## src/rtl/event_timestamper_mc_if.sv

```systemverilog
// rtl/event_timestamper_mc_if.sv - start/end request, record output and monitor bundle
// Purpose: groups every non-clock signal of event_timestamper_mc.
// Ports (slave = timestamper side):
//   start_valid/start_ready/start_id : open an event ID
//   end_valid/end_ready/end_id       : close an event ID
//   out_valid/out_ready/out_*        : record FIFO head {id, start_ts, end_ts, delta, timeout}
//   inflight/out_count               : open-ID count and FIFO occupancy
interface event_timestamper_mc_if #(
    parameter int ID_W      = 4,
    parameter int TS_W      = 64,
    parameter int OUT_DEPTH = 4
);
    logic                         start_valid;
    logic                         start_ready;
    logic [ID_W-1:0]              start_id;
    logic                         end_valid;
    logic                         end_ready;
    logic [ID_W-1:0]              end_id;
    logic                         out_valid;
    logic                         out_ready;
    logic [ID_W-1:0]              out_id;
    logic [TS_W-1:0]              out_start_ts;
    logic [TS_W-1:0]              out_end_ts;
    logic [TS_W-1:0]              out_ts;
    logic                         out_timeout;
    logic [ID_W:0]                inflight;
    logic [$clog2(OUT_DEPTH):0]   out_count;

    modport slave (
        input  start_valid, start_id, end_valid, end_id, out_ready,
        output start_ready, end_ready, out_valid, out_id, out_start_ts,
               out_end_ts, out_ts, out_timeout, inflight, out_count
    );

    modport master (
        output start_valid, start_id, end_valid, end_id, out_ready,
        input  start_ready, end_ready, out_valid, out_id, out_start_ts,
               out_end_ts, out_ts, out_timeout, inflight, out_count
    );
endinterface

```

## src/rtl/event_timestamper_mc.sv

```systemverilog
// rtl/event_timestamper_mc.sv - multi-ID event timestamper with record FIFO and timeout sweeper
// Purpose: tracks up to 2**ID_W open event IDs, emits {id, start, end, delta, timeout}
//          records through an OUT_DEPTH-entry first-word-fall-through FIFO.
// Ports:
//   clk  : clock
//   rst  : synchronous active-high reset
//   bus  : event_timestamper_mc_if.slave (start/end requests, record output, monitors)
module event_timestamper_mc #(
    parameter int ID_W      = 4,
    parameter int TS_W      = 64,
    parameter int OUT_DEPTH = 4,
    parameter int TIMEOUT   = 0
) (
    input  logic                    clk,
    input  logic                    rst,
    event_timestamper_mc_if.slave   bus
);
    localparam int DEPTH = 1 << ID_W;
    localparam int PW    = $clog2(OUT_DEPTH);
    localparam int CW    = PW + 1;

    logic [TS_W-1:0]  r_cnt;
    logic [DEPTH-1:0] r_vld;
    logic [TS_W-1:0]  r_sts [DEPTH];
    logic [ID_W:0]    r_inflight;

    logic [ID_W-1:0]  r_mem_id  [OUT_DEPTH];
    logic [TS_W-1:0]  r_mem_sts [OUT_DEPTH];
    logic [TS_W-1:0]  r_mem_ets [OUT_DEPTH];
    logic             r_mem_to  [OUT_DEPTH];
    logic [PW-1:0]    r_wr_ptr;
    logic [PW-1:0]    r_rd_ptr;
    logic [CW-1:0]    r_count;

    logic             w_pop;
    logic             w_room;
    logic             w_end_ready;
    logic             w_end_fire;
    logic             w_start_ready;
    logic             w_start_fire;
    logic             w_retire;
    logic [ID_W-1:0]  w_sweep_id;
    logic             w_push;
    logic [ID_W-1:0]  w_push_id;

    assign w_pop         = (r_count != '0) && bus.out_ready;
    // A pop in the same cycle frees the slot the push needs.
    assign w_room        = (r_count < CW'(OUT_DEPTH)) || w_pop;
    assign w_end_ready   = r_vld[bus.end_id] && w_room;
    assign w_end_fire    = bus.end_valid && w_end_ready;
    assign w_start_ready = !r_vld[bus.start_id] || (w_end_fire && (bus.end_id == bus.start_id));
    assign w_start_fire  = bus.start_valid && w_start_ready;

    // End requests own the single FIFO write port; the sweeper only fills idle slots.
    assign w_push    = w_end_fire || w_retire;
    assign w_push_id = w_end_fire ? bus.end_id : w_sweep_id;

    generate
        if (TIMEOUT > 0) begin : g_sweep
            logic [ID_W-1:0] r_sweep_ptr;
            logic [TS_W-1:0] w_age;
            logic            w_stale;

            assign w_age      = r_cnt - r_sts[r_sweep_ptr];
            assign w_stale    = r_vld[r_sweep_ptr] && (w_age >= TS_W'(TIMEOUT));
            assign w_retire   = w_stale && !w_end_fire && w_room;
            assign w_sweep_id = r_sweep_ptr;

            // Hold on a stale ID that could not be retired so it is not skipped.
            always_ff @(posedge clk) begin
                if (rst) begin
                    r_sweep_ptr <= '0;
                end else if (!(w_stale && !w_retire)) begin
                    r_sweep_ptr <= r_sweep_ptr + ID_W'(1);
                end
            end
        end else begin : g_nosweep
            assign w_retire   = 1'b0;
            assign w_sweep_id = '0;
        end
    endgenerate

    // Start timestamps need no reset: they are only read while the valid bit is set.
    always_ff @(posedge clk) begin
        if (w_start_fire) begin
            r_sts[bus.start_id] <= r_cnt;
        end
    end

    always_ff @(posedge clk) begin
        if (rst) begin
            r_cnt      <= '0;
            r_vld      <= '0;
            r_inflight <= '0;
            r_wr_ptr   <= '0;
            r_rd_ptr   <= '0;
            r_count    <= '0;
            for (int i = 0; i < OUT_DEPTH; i++) begin
                r_mem_id[i]  <= '0;
                r_mem_sts[i] <= '0;
                r_mem_ets[i] <= '0;
                r_mem_to[i]  <= 1'b0;
            end
        end else begin
            r_cnt <= r_cnt + TS_W'(1);

            // Start is applied last so a same-cycle close+reopen leaves the ID open.
            if (w_end_fire) r_vld[bus.end_id] <= 1'b0;
            if (w_retire)   r_vld[w_sweep_id] <= 1'b0;
            if (w_start_fire) r_vld[bus.start_id] <= 1'b1;

            if (w_push) begin
                r_mem_id[r_wr_ptr]  <= w_push_id;
                r_mem_sts[r_wr_ptr] <= r_sts[w_push_id];
                r_mem_ets[r_wr_ptr] <= r_cnt;
                r_mem_to[r_wr_ptr]  <= !w_end_fire;
                r_wr_ptr            <= r_wr_ptr + PW'(1);
            end
            if (w_pop) begin
                r_rd_ptr <= r_rd_ptr + PW'(1);
            end
            r_count    <= r_count + CW'(w_push) - CW'(w_pop);
            r_inflight <= r_inflight + (ID_W+1)'(w_start_fire)
                                     - (ID_W+1)'(w_end_fire)
                                     - (ID_W+1)'(w_retire);
        end
    end

    assign bus.start_ready  = w_start_ready;
    assign bus.end_ready    = w_end_ready;
    assign bus.out_valid    = (r_count != '0);
    assign bus.out_id       = r_mem_id[r_rd_ptr];
    assign bus.out_start_ts = r_mem_sts[r_rd_ptr];
    assign bus.out_end_ts   = r_mem_ets[r_rd_ptr];
    // Delta is derived at the head; modulo subtraction handles counter wrap.
    assign bus.out_ts       = r_mem_ets[r_rd_ptr] - r_mem_sts[r_rd_ptr];
    assign bus.out_timeout  = r_mem_to[r_rd_ptr];
    assign bus.inflight     = r_inflight;
    assign bus.out_count    = r_count;
endmodule

```

## src/flat_wrapper.sv

```systemverilog
// flat-port wrapper written by rule: the top's interface ports become plain ports
module event_timestamper_mc_flat 
#(
    parameter int ID_W      = 4,
    parameter int TS_W      = 64,
    parameter int OUT_DEPTH = 4,
    parameter int TIMEOUT   = 0
)
  (clk, rst, bus_start_valid, bus_start_id, bus_end_valid, bus_end_id, bus_out_ready, bus_start_ready, bus_end_ready, bus_out_valid, bus_out_id, bus_out_start_ts, bus_out_end_ts, bus_out_ts, bus_out_timeout, bus_inflight, bus_out_count);
  event_timestamper_mc_if #(.ID_W(ID_W), .TS_W(TS_W), .OUT_DEPTH(OUT_DEPTH)) bus_i ();
  input  logic clk;
  input  logic rst;
  input wire logic [$bits(bus_i.start_valid)-1:0] bus_start_valid;
  input wire logic [$bits(bus_i.start_id)-1:0] bus_start_id;
  input wire logic [$bits(bus_i.end_valid)-1:0] bus_end_valid;
  input wire logic [$bits(bus_i.end_id)-1:0] bus_end_id;
  input wire logic [$bits(bus_i.out_ready)-1:0] bus_out_ready;
  output wire logic [$bits(bus_i.start_ready)-1:0] bus_start_ready;
  output wire logic [$bits(bus_i.end_ready)-1:0] bus_end_ready;
  output wire logic [$bits(bus_i.out_valid)-1:0] bus_out_valid;
  output wire logic [$bits(bus_i.out_id)-1:0] bus_out_id;
  output wire logic [$bits(bus_i.out_start_ts)-1:0] bus_out_start_ts;
  output wire logic [$bits(bus_i.out_end_ts)-1:0] bus_out_end_ts;
  output wire logic [$bits(bus_i.out_ts)-1:0] bus_out_ts;
  output wire logic [$bits(bus_i.out_timeout)-1:0] bus_out_timeout;
  output wire logic [$bits(bus_i.inflight)-1:0] bus_inflight;
  output wire logic [$bits(bus_i.out_count)-1:0] bus_out_count;
  assign bus_i.start_valid = bus_start_valid;
  assign bus_i.start_id = bus_start_id;
  assign bus_i.end_valid = bus_end_valid;
  assign bus_i.end_id = bus_end_id;
  assign bus_i.out_ready = bus_out_ready;
  assign bus_start_ready = bus_i.start_ready;
  assign bus_end_ready = bus_i.end_ready;
  assign bus_out_valid = bus_i.out_valid;
  assign bus_out_id = bus_i.out_id;
  assign bus_out_start_ts = bus_i.out_start_ts;
  assign bus_out_end_ts = bus_i.out_end_ts;
  assign bus_out_ts = bus_i.out_ts;
  assign bus_out_timeout = bus_i.out_timeout;
  assign bus_inflight = bus_i.inflight;
  assign bus_out_count = bus_i.out_count;
  event_timestamper_mc #(.ID_W(ID_W), .TS_W(TS_W), .OUT_DEPTH(OUT_DEPTH), .TIMEOUT(TIMEOUT)) u_core (.clk(clk), .rst(rst), .bus(bus_i));
endmodule
```

## config.mk

```make
export PLATFORM = sky130hd
export DESIGN_NAME = event_timestamper_mc_flat
export DESIGN_NICKNAME = d
export VERILOG_FILES = /design/src/rtl/event_timestamper_mc_if.sv /design/src/rtl/event_timestamper_mc.sv /design/src/flat_wrapper.sv
export SDC_FILE = /design/constraint.sdc
export NUM_CORES = 2
export LEC_CHECK = 0
export BUFFER_PORTS_ARGS = -buffer_cell sky130_fd_sc_hd__buf_2
export CORE_MARGIN = 8
export CORE_UTILIZATION = 25
export CTS_CLUSTER_DIAMETER = 150
export DETAILED_ROUTE_END_ITERATION = 10
export HOLD_SLACK_MARGIN = 0.03
export SLEW_MARGIN = 20
export SYNTH_ARGS = -nofsm -noshare
export SYNTH_HDL_FRONTEND = slang
export SYNTH_SLANG_ARGS = --single-unit
```

## constraint.sdc

```tcl
create_clock -name clk -period 17.8 [get_ports clk]
set_clock_uncertainty 0.05 [all_clocks]
set_input_delay 3.56 -clock clk [delete_from_list [all_inputs] [get_ports clk]]
set_output_delay 3.56 -clock clk [all_outputs]
set_load 0.05 [all_outputs]
```

=== Word-level counts from Yosys, hierarchy flattened ===
Memories as Yosys holds them, arrays and structs flattened. A register that Yosys moved wholly into a read port is not among the register bits.
Index checks and enable logic that the tools add are counted.

* Register bits: 92
* Bits in writable memories: 1556
* Bits of input ports: 13
* Output and inout bits: 208
* Word-level logic and storage cells: 83
* Memories: 5

{| class="wikitable"
|+ Memory list
! memory !! depth !! bits a word !! read ports !! clocked after Yosys merged registers in !! wr ports !! RTL line !! RTL
|-
| u_core.r_sts || 16 || 64 || 1 || 0 || 1 || event_timestamper_mc.sv:24 || <nowiki>logic [TS_W-1:0] r_sts [DEPTH];</nowiki>
|-
| u_core.r_mem_ets || 4 || 64 || 1 || 1 || 4 || event_timestamper_mc.sv:29 || <nowiki>logic [TS_W-1:0] r_mem_ets [OUT_DEPTH];</nowiki>
|-
| u_core.r_mem_sts || 4 || 64 || 1 || 1 || 4 || event_timestamper_mc.sv:28 || <nowiki>logic [TS_W-1:0] r_mem_sts [OUT_DEPTH];</nowiki>
|-
| u_core.r_mem_id || 4 || 4 || 1 || 1 || 4 || event_timestamper_mc.sv:27 || <nowiki>logic [ID_W-1:0] r_mem_id [OUT_DEPTH];</nowiki>
|-
| u_core.r_mem_to || 4 || 1 || 1 || 1 || 4 || event_timestamper_mc.sv:30 || <nowiki>logic r_mem_to [OUT_DEPTH];</nowiki>
|}

* $add $sub $neg: 8
* Order comparisons: 5
* Equality and inequality tests: 1
* Muxes and demuxes: 39
* Bitwise gates (word level): 3
* Reduce and logical (&&, ||, !) cells: 16

{| class="wikitable"
|+ Operator list
! operator !! number
|-
| 2-to-1 mux 64 bit || 2
|-
| OR reduction 64 bit || 2
|-
| adder 64 x 1 -> 64 bit, second input constant || 1
|-
| subtractor 64 bit || 1
|-
| 2-to-1 mux 16 bit || 3
|-
| 2-to-1 mux 2 bit || 12
|-
| AND 16 bit || 1
|-
| 2-to-1 mux 1 bit || 16
|-
| NOT 16 bit || 1
|-
| OR 16 bit || 1
|-
| < comparator 4 x 5 -> 1 bit, second input constant || 2
|-
| binary-select mux 1 bit (select 4 bit) || 2
|-
| demux 1 bit (select 4 bit) || 2
|-
| >= comparator 4 x 1 -> 1 bit, second input constant || 2
|-
| 2-to-1 mux 4 bit || 2
|-
| logical AND 1 bit || 7
|-
| adder 5 x 1 -> 5 bit || 1
|-
| subtractor 5 x 1 -> 5 bit || 1
|-
| adder 2 x 1 -> 2 bit, second input constant || 2
|-
| == test 4 bit || 1
|-
| OR reduction 4 bit || 1
|-
| adder 3 x 1 -> 3 bit || 1
|-
| < comparator 3 bit, second input constant || 1
|-
| nonzero test 3 bit || 1
|-
| other kinds (4) || 6
|}

=== Logic depth before layout (Yosys ltp) ===
* Word-level depth: 10
* Mapped depth: 16
* Depth with buffers taken out: 15

=== Worst setup path after synthesis ===
Ideal clock, no wire load.

* Path type: input port to flip-flop
* Start point: in bus_end_id[0]
* End point: mem u_core.r_mem_ets[1][0], enable pin
* Library setup time: 0.809 ns
* Arrival time: 14.703 ns
* Data required time: 16.941 ns
* Path slack: 2.238 ns
* Stages on the path: 9
* Path buffers: 4
* Cell sequence: buf_6 -> mux4_2 -> mux2i_1 -> o22ai_2 -> nand2_2 -> buf_6 -> buf_2 -> buf_2 -> o21ai_0

{| class="wikitable"
|+ RTL lines
! what !! RTL line !! RTL
|-
| start, declared || flat_wrapper.sv:16 || <nowiki>input wire logic [$bits(bus_i.end_id)-1:0] bus_end_id;</nowiki>
|-
| end, declared || event_timestamper_mc.sv:29 ||
|}

==> flow_summary.yaml <==
place:
  place_hpwl_mm: 124.4
  globalplace.congestion: 0.8794
  io_buffers: 220
synthesis:
  synth_compound_area_share_pct: 10.35
  synth.avg_cell_area_um2: 13.99
  ys_seq_area_share_pct: 68.25
  synth_area_leader_cell: "edfxtp_1"
  ys_types: 81
  synth.mux.area_fraction_pct: 6.330
  yosysMostFrequentCell: "edfxtp_1"
  synth_top_family_by_area: "compound AO/OA/AOI/OAI gates"
  yosys.area_share.simple_pct: 9.032
  synth_fa_ha_area_share_pct: 1.332
  synth-main-ff-cell: "edfxtp_1"
  synth_xor_area_share_pct: 1.427
  ys_ff_latch: 1650
  synth_edf_count: 1556
  syn-cell-area_um2: 71220
  synthCells: 5090
  async_flop_share_pct: 0
  synth_top_cell_area_share_pct: 65.61
  netlist_top_cells_count: "edfxtp_1 (1556), nor2_1 (664), a211oi_1 (261)"
  synthTopCellsByArea: "edfxtp_1 (66%), mux4_2 (4.5%), nor2_1 (3.5%)"
  yosysWarnings: 0
run_status:
  status: "finished, final reports clean"
power_and_ir_drop:
  irDropWorstVdd_mv: 0.2651
  power_frac_seq_pct: 38.3
  power_density_nw_per_um2: 137.7
  p_sw_mw: 4.160
  p_int_mw: 7.148
  switching_share_pct: 36.79
  leakagePower_nw: 27.94
  pwr-share-clk_pct: 30.8
  p_comb_share_pct: 30.9
timing:
  rsz0062_at_grt: "no"
  final_hold_viol_count: 0
  timing.hold.ws_ps: 447.3
  fin_crit_sh_pct: 61.68
  setup_violations: 0
  post-route-min-period_ps: 10980
  worst_slew_pin_slew_ps: 1231
  setup_tns_ps: 0
  drv_slew: 0
  max_freq_mhz: 91.08
  slew_headroom_pct: 17.93
clock_network:
  post_cts_buffers: 0
  clk_path_buf_depth: 3
  cts-htree-levels: 4
  cts_root_buf: "clkbuf_16"
  clkSlewWorstSetupHoldPaths_ps: 60
  clk-insertion-delay-late_ps: 850
  tritoncts: "built"
  post_cts_resized: 0
  cts.sinks: 1650
  numCtsBuffers: 166
  postCtsHoldBufs: 0
routing:
  drtPass1Iterations: 5
  ant_nets: 0
  avgRoutedWirePerCell_um: 22.95
  vias: 44400
  drc: 0
  drtIter0Drc: 4899
  wirelength_mm: 210.3
  via_per_inst: 4.846
die:
  pin_count: 221
  dieHeight_um: 549.7
  die_w_um: 549.7
  coreArea_um2: 284200
  initial_core_util_pct: 25.06
  rows: 196
  die_area_um2: 302200
setup_path:
  critPathLaunchType: "flip-flop"
  critical_path_class: "flip-flop to output pin"
  crit_path_end_kind: "output pin"
  rrSetupSlack_ps: 12200
  cp.arrival_ps: 7370
  cp.required_ps: 14190
  worstPathMaxFanout: 45
global_routing:
  grt-ovfl-total: 0
  grtUsageTotal_pct: 13.34
  antenna_found_initial: 7
  grt_max_degree: 174
  grt_pass1_wl_mm: 301.8
  grt_pass1_vias: 43650
flow_run:
  max-cap-violations: 0
final_layout:
  syn2layout_area_growth_pct: 15.29
  num-fill-cells: 28330
  final_nets: 5338
  drive_above_1_share_pct: 15.41
min_path:
  hold_path_class: "flip-flop to flip-flop"
sequential cells by signal, summed over array words and instances, names as in the netlist, named ones only:
| register | flops |
|---|---|
| u_core.r_sts | 1024 |
| u_core.r_mem_ets | 256 |
| u_core.r_mem_sts | 256 |
| u_core.r_cnt | 64 |
| u_core.r_mem_id | 16 |
| u_core.r_vld | 16 |
| u_core.bus.inflight | 5 |
| u_core.r_mem_to | 4 |
| u_core.bus.out_count | 3 |
| u_core.r_rd_ptr | 2 |
| u_core.r_wr_ptr | 2 |
layout by cell type (no fill, tap or decap), types with 46 or more instances in the layout:
cell type / count
nor3_1: 78
inv_1: 233
o22ai_1: 128
a211oi_1: 260
ha_1: 71
mux2i_1: 132
clkbuf_16: 171
nand2_1: 170
o2bb2ai_2: 64
or3_1: 83
o21ai_1: 62
xnor2_1: 56
and2_1: 72
nand3_1: 46
o21ai_0: 59
xor2_1: 59
o211ai_1: 72
dfxtp_1: 92
buf_4: 91
a21oi_1: 222
buf_2: 217
mux4_2: 141
edfxtp_1: 1556
nor2_1: 651
a21o_1: 89
nor2b_1: 144
final timing paths:
check / startpoint / endpoint / cells past startpoint
max: flip-flop / bus_out_ts[60] / 17
max reg2reg: u_core.r_vld[13] / u_core.r_sts[6][3] / 11
min reg2reg: u_core.r_vld[13] / u_core.r_vld[13] / 2
min: u_core.r_vld[13] / u_core.r_vld[13] / 2
layout make-up:
class / instances / area, µm² / share of cell area (%)
sequential: 1650 / 48610 / 59.21
multi-input combinational: 2886 / 20570 / 25.06
tap: 3762 / 4707 / 5.733
clock buffer: 229 / 4677 / 5.696
timing repair buffer: 312 / 1839 / 2.240
inverter: 235 / 884.6 / 1.077
clock inverter: 80 / 794.5 / 0.9676
antenna: 7 / 17.52 / 0.02133
metal layers:
layer / share of wire (%) / track usage, % / routed length (µm) / up-vias
met5: 0.015 / 0 / 31 / -
met1: 44 / 18.25 / 91580 / 22730
li1: - / - / - / 19580
met4: 2.9 / 4.276 / 6165 / 4
met2: 46 / 21.44 / 96380 / 1781
met3: 7.7 / 2.384 / 16120 / 303
through the flow:
stage | total power, mW | util, % | std cells | area, µm² | worst slack (ps)
after floorplan | 6.944 | - | 5093 | 71230 | 2238
after global placement | 7.909 | 26.94 | 8842 | 76560 | 7522
after detailed placement | 7.933 | 26.95 | 8845 | 76610 | 7676
after CTS | 11.40 | 28.88 | 9154 | 82080 | 6797
after global routing | 11.72 | 28.88 | 9155 | 82090 | 6345
final | 11.31 | 28.89 | 9161 | 82110 | 6821
power by group through the flow:
stage / clock (mW) / combinational [mW] / sequential (mW)
finish: 3.49 / 3.49 / 4.33
global route: 3.69 / 3.69 / 4.34
CTS: 3.54 / 3.53 / 4.33
detailed placement: 0 / 3.52 / 4.42
global placement: 0 / 3.50 / 4.41
floorplan: 0 / 2.53 / 4.41
kinds of logic after synthesis:
family                     count (synthesis)
AOI/OAI and AO/OA                       1042
xor gates and xnor gates                 116
adders and majority gates                 74
buffers and inverters                    557
DFF                                     1650
muxes                                    274
other                                      1
and+or+nand+nor                         1376
critical path, cell delays in order, from the launching register on:
cell	delay (ps)
dfxtp_4	660
buf_4	560
buf_4	680
mux4_2	370
inv_1	110
ha_1	250
fa_1	410
nand2b_1	180
a21oi_1	310
o21bai_1	270
a2111oi_1	650
buf_4	270
o31ai_2	170
a211oi_1	650
o211ai_1	180
a311oi_1	310
xor2_1	160
buf_2	280
No activity file was read; power rests on OpenSTA's default activity.
